## src/rtl/tensor_pkg.sv

```systemverilog
// tensor_pkg: shared state/op encodings, size defaults and saturation limits for tensor_engine.
package tensor_pkg;
    localparam int DIM_DEF = 2;
    localparam int W_DEF   = 16;
    localparam logic [W_DEF-1:0] SAT_MAX = {1'b0, {(W_DEF-1){1'b1}}};
    localparam logic [W_DEF-1:0] SAT_MIN = {1'b1, {(W_DEF-1){1'b0}}};

    typedef enum logic [2:0] {
        S_IDLE, S_LOAD, S_LOAD_LAST, S_MAC, S_WRITE, S_DONE, S_RELEASE
    } state_t;

    typedef enum logic [1:0] {OP_LOAD_A, OP_LOAD_B, OP_STORE} op_t;
endpackage

```

## src/rtl/tensor_mac.sv

```systemverilog
// tensor_mac: signed multiply-accumulate with clear/enable; result optionally saturated
// to the signed W-bit range when TENSOR_SATURATE_EN is defined, otherwise wrapped.
module tensor_mac
    import tensor_pkg::*;
#(
    parameter int W    = W_DEF,
    parameter int ACCW = 2*W + 1
) (
    input  logic                   clk,
    input  logic                   reset_n,
    input  logic                   clr,
    input  logic                   en,
    input  logic signed [W-1:0]    a,
    input  logic signed [W-1:0]    b,
    output logic signed [ACCW-1:0] acc,
    output logic        [W-1:0]    result
);
    logic signed [2*W-1:0] prod;

    assign prod = a * b;

    // clr restarts the sum with this cycle's product rather than zero
    always_ff @(posedge clk or negedge reset_n) begin
        if (!reset_n)
            acc <= '0;
        else if (en)
            acc <= (clr ? '0 : acc) + ACCW'(prod);
    end

`ifdef TENSOR_SATURATE_EN
    logic ovf;
    assign ovf    = acc[ACCW-1:W-1] != {(ACCW-W+1){acc[ACCW-1]}};
    assign result = !ovf ? acc[W-1:0] :
                    acc[ACCW-1] ? {1'b1, {(W-1){1'b0}}} : {1'b0, {(W-1){1'b1}}};
`else
    assign result = acc[W-1:0];
`endif
endmodule

```

## src/rtl/tensor_engine.sv

```systemverilog
// tensor_engine: loads A/B tensors from memory, stores C = A x B, pulses done to release the CPU stall.
// Saturating write-back is selected with TENSOR_SATURATE_EN (see tensor_mac).
module tensor_engine
    import tensor_pkg::*;
#(
    parameter int DIM = DIM_DEF,
    parameter int W   = W_DEF,
    parameter int AW  = 16
) (
    input  logic          clk,
    input  logic          reset_n,
    input  logic          load_a,
    input  logic          load_b,
    input  logic          store_tensor,
    input  logic          str_tensor_rez,
    input  logic [AW-1:0] tensor_addr,
    output logic          tensor_op_done,
    output logic          busy,
    output logic [AW-1:0] mem_addr,
    output logic          mem_rd,
    input  logic [W-1:0]  mem_rdata,
    output logic          mem_wr,
    output logic [W-1:0]  mem_wdata,
    output logic [W-1:0]  tensor_rez
);
    localparam int N    = DIM * DIM;
    localparam int NW   = $clog2(N);
    localparam int ACCW = 2*W + $clog2(DIM);
    localparam logic [NW-1:0] DIMN  = NW'(DIM);
    localparam logic [NW-1:0] DLAST = NW'(DIM - 1);
    localparam logic [NW-1:0] NLAST = NW'(N - 1);

    state_t                 state;
    op_t                    op;
    logic [AW-1:0]          base;
    logic [NW-1:0]          i, row, col, k, wi;
    logic [W-1:0]           checksum, result;
    logic signed [W-1:0]    a_t [N];
    logic signed [W-1:0]    b_t [N];
    logic signed [ACCW-1:0] mac_acc_unused;
    logic                   cap, req, st;

    tensor_mac #(.W(W), .ACCW(ACCW)) u_mac (
        .clk     (clk),
        .reset_n (reset_n),
        .clr     (k == '0),
        .en      (state == S_MAC),
        .a       (a_t[row*DIMN + k]),
        .b       (b_t[k*DIMN + col]),
        .acc     (mac_acc_unused),
        .result  (result)
    );

    // read data lags the strobe by one cycle, so LOAD captures element i-1
    assign cap = (state == S_LOAD_LAST) || (state == S_LOAD && i != '0);
    assign wi  = (state == S_LOAD_LAST) ? i : i - 1'b1;
    assign req = load_a | load_b | store_tensor;
    assign st  = store_tensor & ~load_a & ~load_b;

    assign busy           = state != S_IDLE;
    assign tensor_op_done = state == S_DONE;
    assign mem_rd         = state == S_LOAD;
    assign mem_wr         = state == S_WRITE;
    assign mem_addr       = (mem_rd | mem_wr) ? base + AW'(i) : '0;
    assign mem_wdata      = mem_wr ? result : '0;

    always_ff @(posedge clk or negedge reset_n) begin
        if (!reset_n) begin
            state      <= S_IDLE;
            op         <= OP_LOAD_A;
            base       <= '0;
            i          <= '0;
            row        <= '0;
            col        <= '0;
            k          <= '0;
            checksum   <= '0;
            tensor_rez <= '0;
            for (int j = 0; j < N; j++) begin
                a_t[j] <= '0;
                b_t[j] <= '0;
            end
        end else begin
            if (cap) begin
                if (op == OP_LOAD_A) a_t[wi] <= mem_rdata;
                else                 b_t[wi] <= mem_rdata;
            end
            case (state)
                S_IDLE: begin
                    if (str_tensor_rez) tensor_rez <= checksum;
                    if (req) begin
                        base  <= tensor_addr;
                        op    <= load_b ? OP_LOAD_B : load_a ? OP_LOAD_A : OP_STORE;
                        i     <= '0;
                        row   <= '0;
                        col   <= '0;
                        k     <= '0;
                        state <= st ? S_MAC : S_LOAD;
                        if (st) checksum <= '0;
                    end
                end
                S_LOAD: begin
                    if (i == NLAST) state <= S_LOAD_LAST;
                    else            i     <= i + 1'b1;
                end
                S_LOAD_LAST: state <= S_DONE;
                S_MAC: begin
                    k     <= (k == DLAST) ? '0 : k + 1'b1;
                    state <= (k == DLAST) ? S_WRITE : S_MAC;
                end
                S_WRITE: begin
                    checksum <= checksum + result;
                    if (i == NLAST) begin
                        state <= S_DONE;
                    end else begin
                        i     <= i + 1'b1;
                        col   <= (col == DLAST) ? '0 : col + 1'b1;
                        row   <= (col == DLAST) ? row + 1'b1 : row;
                        state <= S_MAC;
                    end
                end
                S_DONE:    state <= S_RELEASE;
                S_RELEASE: if (!req) state <= S_IDLE;
                default:   state <= S_IDLE;
            endcase
        end
    end
endmodule

```

## config.mk

```make
export PLATFORM = sky130hd
export DESIGN_NAME = tensor_engine
export DESIGN_NICKNAME = d
export VERILOG_FILES = /design/src/rtl/tensor_pkg.sv /design/src/rtl/tensor_mac.sv /design/src/rtl/tensor_engine.sv
export SDC_FILE = /design/constraint.sdc
export NUM_CORES = 1
export LEC_CHECK = 0
export ABC_AREA = 1
export CORE_ASPECT_RATIO = 1.2
export CORE_MARGIN = 2
export CORE_UTILIZATION = 61
export DETAILED_ROUTE_END_ITERATION = 8
export GPL_TIMING_DRIVEN = 0
export PLACE_DENSITY = 0.81
export SLEW_MARGIN = 10
export SYNTH_ARGS = -nofsm -noshare
export SYNTH_HDL_FRONTEND = slang
export SYNTH_SLANG_ARGS = --single-unit
export TNS_END_PERCENT = 100
```

## constraint.sdc

```tcl
create_clock -name clk -period 7.7 [get_ports clk]
set_input_delay 1.155 -clock clk [delete_from_list [all_inputs] [get_ports clk]]
set_output_delay 1.155 -clock clk [all_outputs]
set_load 0.01 [all_outputs]
```

==> flow_metrics.env <==
export IMPL_postSynthAreaPerCell_um2=7.51
export IMPL_yosysTopAreaCell="dfrtp_1"
export IMPL_r2r_cells=34
export IMPL_r2r_end="u_mac.acc[14]$_DFFE_PN0P_"
export IMPL_post_route_drc_count=0
export IMPL_grt_ovfl_total=0
export IMPL_drt_wl_total_mm=40.1
export IMPL_fmax_mhz=137
export IMPL_drv_slew=0
export IMPL_cts_htree_levels=1
export IMPL_cp_arrival_ns=7.71
export IMPL_hpwlAfterDp_mm=30.8
export IMPL_worstMarginPinSlew_ns=0.990
export IMPL_ioPinCount=90
export IMPL_antennaDiodeCount=0
export IMPL_vias_per_cell=5.55
export IMPL_cts_hold_buffers=0
export IMPL_drt_first_pass_iters=5
export IMPL_worst_setup_path_type="register to register"
export IMPL_finalHoldViolations=0
export IMPL_cpPeakStageDelay_ns=0.54
export IMPL_cp_common_cell="fa_1"
export IMPL_clock_skew_ns=0.0198
export IMPL_rows=63
export IMPL_area_growth_pct=15.0
export IMPL_grt_max_degree=112
export IMPL_cts_tree="yes"
export IMPL_period_needed_ns=7.30
export IMPL_drt_iter0_markers=1142
export IMPL_globalRouteTotalUtil_pct=31.6
export IMPL_ys_types=42
export IMPL_die_width_um=147
export IMPL_setup_viol=0
export IMPL_cts_num_sinks=204
export IMPL_r2r_setup_slack_ns=0.40
export IMPL_synthCells=2006
export IMPL_vias=13680
export IMPL_ys_top_cells_by_area="dfrtp_1 34%, nand2_1 13%, fa_1 11%"
export IMPL_final_cells=2465
export IMPL_crit_start="k[0]$_DFFE_PN0P_"
export IMPL_cts_buffer_depth=3
export IMPL_finalCritPeriodShare_pct=94.8
export IMPL_rr_startpoint="k[0]$_DFFE_PN0P_"
export IMPL_worst_slew_margin_rel_pct=33.3
export IMPL_final_cell_mix="538 x nand2_1, 358 x inv_1, 224 x o21ai_0, 203 x dfrtp_1, 173 x nor2_1"
export IMPL_cts_root_buf="clkbuf_16"
export IMPL_clk_latency_ns=0.53
export IMPL_rsz0062_at_grt="no"
export IMPL_min_path_type="register to register"
export IMPL_cp_max_fo=10
export IMPL_cts_buffers=23
export IMPL_syn_nets=2222
export IMPL_initial_utilization_pct=61.4
export IMPL_nNetsFinal=2340
export IMPL_critPathRequiredTime_ns=8.11
export IMPL_coreArea_um2=24500
export IMPL_syn_area_um2=15100
export IMPL_antenna_found_initial=0
export IMPL_seq_area_frac_synth_pct=33.9
export IMPL_die_area_um2=26000
export IMPL_wl_per_cell_um=16.3
export IMPL_gp_congestion=0.955
export IMPL_worst_path_max_delay_cell="fa_1"
export IMPL_drv_cap=0
export IMPL_fillers=1962
export IMPL_grt_pass1_vias=13863
export IMPL_grt_pass1_wl_mm=66.5
export IMPL_synth_seq_cells=204
export IMPL_status="finished clean"
export IMPL_synth_top_area_share_pct=33.9
export IMPL_io_buffers=89
export IMPL_worstSetupEndpointType="register"
export IMPL_setup_tns_final_ns=0
export IMPL_layout_commonest_cell="nand2_1"
export IMPL_clk_pin_slew_ns=0.07
export IMPL_crit_end="u_mac.acc[14]$_DFFE_PN0P_"
export IMPL_drive_above_1_share_pct=5.98
export IMPL_cp_start_kind="register"
export IMPL_numPlacedInstances=2421
export IMPL_yosys_warnings=0
export IMPL_fp_dieH_um=176
export IMPL_ant_nets=0
export IMPL_hold_depth=2
==> kinds of logic (layout without fill, tap and decap cells) <==
family | Yosys count | in the layout | synth area share [%]
DFF | 204 | 204 | 33.9
buffers and inverters | 432 | 566 | 11.3
and+or+nand+nor | 798 | 798 | 21.0
AOI/OAI and AO/OA | 363 | 363 | 13.1
muxes | 2 | 2 | 0.150
xor gates and xnor gates | 29 | 29 | 1.69
adders and majority gates | 178 | 178 | 18.9
==> routing by layer <==
metal  vias to the layer above  part of all wire [%]  GRT usage (%)
met2                       565                    50           55.7
met5                         -                     0              0
met1                      6516                    38           38.3
met4                         0                   5.2           16.1
li1                       6470                     -              -
met3                       129                   6.6           3.82
==> Yosys cell counts (all sizes together) <==
cell / instances
o31ai: 1
fa: 82
nor3: 14
o21ai: 254
clkbuf: 33
o32ai: 2
o21bai: 3
and2: 1
a21oi: 72
nand3b: 5
ha: 96
inv: 368
nand2: 548
a31o: 1
o221ai: 3
nor4: 2
a21o: 2
o211ai: 2
nand3: 45
a32o: 2
nor2: 173
o2111ai: 5
o22ai: 11
and3: 1
or2: 7
mux2: 2
xor2: 20
dfrtp: 204
clkinv: 1
a31oi: 5
buf: 30
xnor2: 9
nand4: 2
==> registers in the layout (all words and copies together), names as in the netlist <==
signal      count
row             1
op              2
u_mac.acc      16
a_t            64
state           3
tensor_rez     16
checksum       16
b_t            64
base           16
col             2
i               2
k               2
==> per-stage QoR <==
stage	utilization (%)	setup WS [ns]	area, um2	hold WS (ns)
6_report	70.6	0.398	17300	0.484
5_1_grt	70.6	0.0364	17300	0.505
4_1_cts	70.3	0.0660	17200	0.486
3_5_place_dp	66.9	-0.121	16400	0.470
3_3_place_gp	66.7	-2.99	16400	0.460
2_1_floorplan	-	0.976	15100	0.446
==> cell type report <==
cell class	instances	area (um2)	area share, %
well taps	325	407	2.35
flip-flops and latches	204	5110	29.5
inverters	369	1390	8.05
repair buffers	96	968	5.59
multi-input cells	1370	8290	47.9
clock inverters	16	233	1.34
clock buffers	25	603	3.48
plain buffers	60	317	1.83
==> worst min-delay path by stage <==
stage	start	end	slack, ns
3_3_place_gp	base[0]$_DFFE_PN0P_	base[0]$_DFFE_PN0P_	0.46
3_5_place_dp	base[0]$_DFFE_PN0P_	base[0]$_DFFE_PN0P_	0.47
4_1_cts	a_t[38]$_DFFE_PN0P_	a_t[38]$_DFFE_PN0P_	0.49
2_1_floorplan	base[0]$_DFFE_PN0P_	base[0]$_DFFE_PN0P_	0.45
6_report	a_t[38]$_DFFE_PN0P_	a_t[38]$_DFFE_PN0P_	0.48
5_1_grt	a_t[35]$_DFFE_PN0P_	a_t[35]$_DFFE_PN0P_	0.50
==> critical path: cells and delay by family, from the launching register on <==
kind	cells	cell delay, ns
AO/OA/AOI/OAI	8	1.08
XOR/XNOR	1	0.13
adder cells (fa/ha/maj)	8	3.52
buffers and inverters	8	0.93
flip-flops	1	0.45
AND/OR/NAND/NOR	9	1.03
==> timing repair <==
item	4_1_cts	5_1_grt
hold endpoints to repair	0	0
endpoints found under the setup margin	1	4
setup buffers	0	6
pin swaps	0	2
gates cloned	0	0
gates resized for setup	2	24
Power is not shown: default switching activity piles up to over one toggle a cycle in this logic, so the estimate is an artifact.
